<file path="config.mk">
export PLATFORM = sky130hd
export DESIGN_NAME = alu_result_serializer
export DESIGN_NICKNAME = d
export VERILOG_FILES = /design/src/rtl/alu_result_serializer.sv
export SDC_FILE = /design/constraint.sdc
export NUM_CORES = 2
export LEC_CHECK = 0
export BUFFER_PORTS_ARGS = -buffer_cell sky130_fd_sc_hd__buf_4
export CAP_MARGIN = 30
export CORE_AREA = 2 2 421 423
export DETAILED_ROUTE_END_ITERATION = 8
export DIE_AREA = 0 0 423 425
export GPL_TIMING_DRIVEN = 0
export PLACE_DENSITY_LB_ADDON = 0.3
export SETUP_SLACK_MARGIN = 0.15
export SYNTH_ARGS = -nofsm -noshare
export SYNTH_HDL_FRONTEND = slang
export SYNTH_SLANG_ARGS = --single-unit
</file>
<file path="constraint.sdc">
create_clock -name clk -period 31.1 [get_ports clk]
set_input_delay 4.665 -clock clk [delete_from_list [all_inputs] [get_ports clk]]
set_output_delay 4.665 -clock clk [all_outputs]
set_load 0.02 [all_outputs]
</file>
<file path="src/rtl/alu_result_serializer.sv">
// alu_result_serializer
//
// Purpose: captures one RESULT_W-bit ALU result and the operation code that
// produced it, then streams the result out least-significant word first over
// a valid/ready interface. Only the words that can be non-zero for that
// operation are sent: a sum needs RESULT_W/2+1 bits, a product needs all of
// RESULT_W, and any other operation yields a single zero word. The final word
// is flagged with out_last.
//
// Ports:
//   clk        sole clock, rising edge
//   rst        asynchronous, active-high reset
//   load_valid result/operation valid for capture
//   load_ready serializer can accept a capture (IDLE only)
//   result     ALU result bus, RESULT_W bits
//   operation  2'b00 add, 2'b01 multiply, others give a zero result
//   out_valid  out_data holds a valid word
//   out_ready  consumer accepts the word this cycle
//   out_data   current result word, WORD_W bits
//   out_index  index of the current word, 0 = least significant
//   out_last   current word is the final word of this result
//   busy       high while streaming
module alu_result_serializer #(
  parameter int WORD_W   = 32,
  parameter int RESULT_W = 1024,
  localparam int NUM_WORDS = RESULT_W / WORD_W,
  localparam int IDX_W     = (NUM_WORDS > 1) ? $clog2(NUM_WORDS) : 1
) (
  input  logic                clk,
  input  logic                rst,
  input  logic                load_valid,
  output logic                load_ready,
  input  logic [RESULT_W-1:0] result,
  input  logic [1:0]          operation,
  output logic                out_valid,
  input  logic                out_ready,
  output logic [WORD_W-1:0]   out_data,
  output logic [IDX_W-1:0]    out_index,
  output logic                out_last,
  output logic                busy
);

  // A sum of two RESULT_W/2-bit operands carries at most one extra bit.
  localparam int ADD_WORDS = (RESULT_W / 2 + 1 + WORD_W - 1) / WORD_W;
  localparam logic [IDX_W-1:0] ADD_LAST = IDX_W'(ADD_WORDS - 1);
  localparam logic [IDX_W-1:0] MUL_LAST = IDX_W'(NUM_WORDS - 1);

  typedef enum logic {
    IDLE = 1'b0,
    SEND = 1'b1
  } state_t;

  state_t              state;
  state_t              state_nxt;
  logic [RESULT_W-1:0] shreg;
  logic [IDX_W-1:0]    idx;
  logic [IDX_W-1:0]    last_idx;
  logic                capture;
  logic                advance;

  always_ff @(posedge clk or posedge rst) begin
    if (rst) begin
      state <= IDLE;
    end else begin
      state <= state_nxt;
    end
  end

  // Word outputs are gated by state so that IDLE (and reset) present zeros,
  // independent of whatever the last stream left in the shift register.
  always_comb begin
    state_nxt  = state;
    load_ready = 1'b0;
    out_valid  = 1'b0;
    busy       = 1'b0;
    out_data   = '0;
    out_index  = '0;
    out_last   = 1'b0;
    capture    = 1'b0;
    advance    = 1'b0;
    case (state)
      IDLE: begin
        load_ready = 1'b1;
        if (load_valid) begin
          capture   = 1'b1;
          state_nxt = SEND;
        end
      end
      SEND: begin
        out_valid = 1'b1;
        busy      = 1'b1;
        out_data  = shreg[WORD_W-1:0];
        out_index = idx;
        out_last  = (idx == last_idx);
        if (out_ready) begin
          if (idx == last_idx) begin
            state_nxt = IDLE;
          end else begin
            advance = 1'b1;
          end
        end
      end
      default: state_nxt = IDLE;
    endcase
  end

  // The word count is latched at capture; operation is never looked at again.
  // Non-add/multiply codes discard the bus so stray bits can never leak out.
  always_ff @(posedge clk or posedge rst) begin
    if (rst) begin
      shreg    <= '0;
      idx      <= '0;
      last_idx <= '0;
    end else if (capture) begin
      shreg <= operation[1] ? '0 : result;
      idx   <= '0;
      case (operation)
        2'b00:   last_idx <= ADD_LAST;
        2'b01:   last_idx <= MUL_LAST;
        default: last_idx <= '0;
      endcase
    end else if (advance) begin
      shreg <= shreg >> WORD_W;
      idx   <= idx + IDX_W'(1);
    end
  end

endmodule

</file>
==> impl_metrics.tcl <==
set metrics [dict create \
    wl_um 226000 \
    cp-start-kind "primary input" \
    path_max_fanout 10 \
    final_common_cell "buf_4" \
    rsz0062_at_grt "false" \
    ys_types 31 \
    maxCapViolations 0 \
    grt_start_max_net_pins 43 \
    synth_top_cell_area_share_pct 50.3 \
    busiest_layer "met2" \
    vias 37195 \
    grt_pass1_wl_um 310000 \
    fmax_mhz 142 \
    htreeDepth 3 \
    post-route-min-period_ns 7.04 \
    area_growth_pct 31.1 \
    synth_largest_area_cell "dfrtp_1" \
    yosys-top-cells-area "dfrtp_1 50%, mux2_4 23%, a22o_1 17%" \
    whs_ns 0.502 \
    grt_usage_pct 24.4 \
    syn-mean-instance-area_sq_um 14.8 \
    root_buffer "clkbuf_16" \
    cts_resized 0 \
    insertion_delay_ns 0.80 \
    crit_type "primary input to flip-flop" \
    grt_pass1_vias 38392 \
    syn_nets 4497 \
    hold_class "flip-flop to flip-flop" \
    ys_seq_area_share_pct 50.3 \
    met2_usage_pct 40.6 \
    dieHeight_um 425 \
    cts_tree "yes" \
    crit_arrival_ns 7.67 \
    powerDensity_nw_per_um2 99.4 \
    place_congestion 0.971 \
    fp-row-count 154 \
    cts_hold_buffers 0 \
    clockBufferDepth 3 \
    dp_hpwl_um 187000 \
    outcome "completed" \
    portBuffers 1070 \
    cts.clk_slew.worst_paths_ns 0.06 \
    multi_input_area_sq_um 23500 \
    start_util_pct 29.3 \
    use_met1_pct 29.7 \
    seq_area_sq_um 25800 \
    grt_overflow 0 \
    cts_setup_buffers 0 \
    syn-cell-area_sq_um 51300 \
    ant_nets 0 \
    utilization_pct 38.3 \
    yosysWarningCount 0 \
    core_area_sq_um 175000 \
    finalSetupViolCount 0 \
    finalSetupTns_ns 0 \
    worst_slew_pin_slew_ns 0.950 \
    finalNetCount 5723 \
    final_cell_count_no_fill 7223 \
    cp_top_family "buffers and inverters" \
    clock-skew-final_ns 0.0977 \
    drv_slew 0 \
    numCtsBuffers 120 \
    drc 0 \
    layout-drive-gt1-share_pct 50.4 \
    p_leak_nw 32.8 \
    cts.sinks 1032 \
    vias_per_cell 5.15 \
    fillers 16969 \
    wire_per_inst_um 31.3 \
    crit_top_cell "buf_2" \
    dieWidth_um 423 \
    period_share_pct 22.6 \
    relSlewSlack_pct 36.7 \
    path_buf_inv 5 \
    dr.first_iter.drc_count 2762 \
    hold_violations 0 \
    cp-end-kind "flip-flop" \
    max_stage_delay_ns 0.67 \
    syn_inst 3466 \
    final_cell_mix "1071 x buf_4, 1032 x dfrtp_1, 1024 x a22o_1" \
    dr.pass1.iters 7 \
    cp_cell_sequence "buf_4 > nand2_1 > buf_2 > buf_2 > buf_2 > o21a_1 > buf_2 > a22o_1" \
    antenna_found_initial 125 \
    slowest_stage "buf_2" \
    synth.ff_latch_count 1032 \
    ios 1071 \
    ir_drop_mv 0.0538 \
    post-place-cells 6910 \
    grt_util_met3_pct 4.92 \
    cp_data_required_time_ns 31.73 \
    dieArea_sq_um 180000 \
]
-- synth_stat cells --
| master | n |
|---|---|
| dfrtp_1 | 1032 |
| a22o_1 | 1024 |
| mux2_4 | 769 |
| mux2_2 | 224 |
| clkbuf_1 | 207 |
| buf_6 | 86 |
| and2_1 | 37 |
| buf_2 | 32 |
| buf_1 | 16 |
| nand2_1 | 7 |
| inv_1 | 5 |
| nor2_1 | 3 |
| a21o_1 | 2 |
| mux2i_1 | 2 |
| nand3_1 | 2 |
| nor3_1 | 2 |
| o21ai_0 | 2 |
| a21boi_0 | 1 |
| a41oi_1 | 1 |
| buf_4 | 1 |
| ha_1 | 1 |
| nand2b_1 | 1 |
| nor2_2 | 1 |
| nor3_2 | 1 |
| o21a_1 | 1 |
| o21a_2 | 1 |
| o21ai_2 | 1 |
| o31ai_1 | 1 |
| or3_1 | 1 |
| or4_1 | 1 |
| xnor2_1 | 1 |
-- routing by layer --
metal | vias up | part of all wire, % | routed length [um]
li1 | 16007 | - | -
met3 | 384 | 5.6 | 12700
met4 | 24 | 4.5 | 10100
met2 | 1349 | 50 | 113000
met1 | 19431 | 40 | 90600
met5 | - | 0.065 | 148
-- per-stage QoR --
step                      total power, W  area [sq um]  setup WS (ns)
after floorplan                  0.00441         51300          12.21
after global placement           0.00518         62300           5.25
after detailed placement         0.00523         62900          23.19
after CTS                        0.00672         67000          23.95
after global routing             0.00700         67200          23.88
final                            0.00668         67200          24.06
-- worst paths after layout --
check | start | end | slack [ns] | depth (start not counted)
min | shreg[5]$_DFFE_PP0P_ | shreg[5]$_DFFE_PP0P_ | 0.50 | 1
max in group asynchronous | rst | shreg[982]$_DFFE_PP0P_ | 24.24 | 11
min reg2reg | shreg[5]$_DFFE_PP0P_ | shreg[5]$_DFFE_PP0P_ | 0.50 | 1
min in group asynchronous | rst | shreg[522]$_DFFE_PP0P_ | 4.11 | 2
max reg2reg | state$_DFF_PP0_ | shreg[1007]$_DFFE_PP0P_ | 27.58 | 8
max | load_valid | shreg[1007]$_DFFE_PP0P_ | 24.06 | 8
-- layout make-up --
class / instances / share of cell area [%]
multi-input cells: 2087 / 34.9
diodes: 94 / 0.350
clock buffers: 178 / 5.30
inverters: 5 / 0.0335
clock inverters: 41 / 0.757
plain buffers: 342 / 2.93
repair buffers: 1104 / 12.9
flip-flops and latches: 1032 / 38.4
well taps: 2340 / 4.35
-- logic make-up after synthesis --
family                     synth area share [%]
DFF                                        50.3
AOI/OAI and AO/OA                          17.6
buffers and inverters                      3.88
xor gates and xnor gates                 0.0171
and+or+nand+nor                           0.634
muxes                                      27.5
adders and majority gates                0.0244
-- power by group --
group / leakage, nW / total [W] / internal [W] / switching [W]
Clock: 2.02 / 0.00146 / 0.000842 / 0.000621
Combinational: 17.2 / 0.00289 / 0.00173 / 0.00116
Sequential: 13.6 / 0.00233 / 0.00192 / 0.000411
-- worst reg2reg max path: cells and delay by family, from the launching register on --
| kind | cells | cell delay (ns) |
|---|---|---|
| compound gates | 2 | 0.85 |
| buf+inv | 5 | 1.97 |
| flops | 1 | 0.41 |
| simple gates | 1 | 0.21 |
-- sequential cells by signal (all words and copies together), names as in the netlist --
register	cells
last_idx	2
state	1
shreg	1024
idx	5
Note: power is estimated with default switching activity, not from simulation.
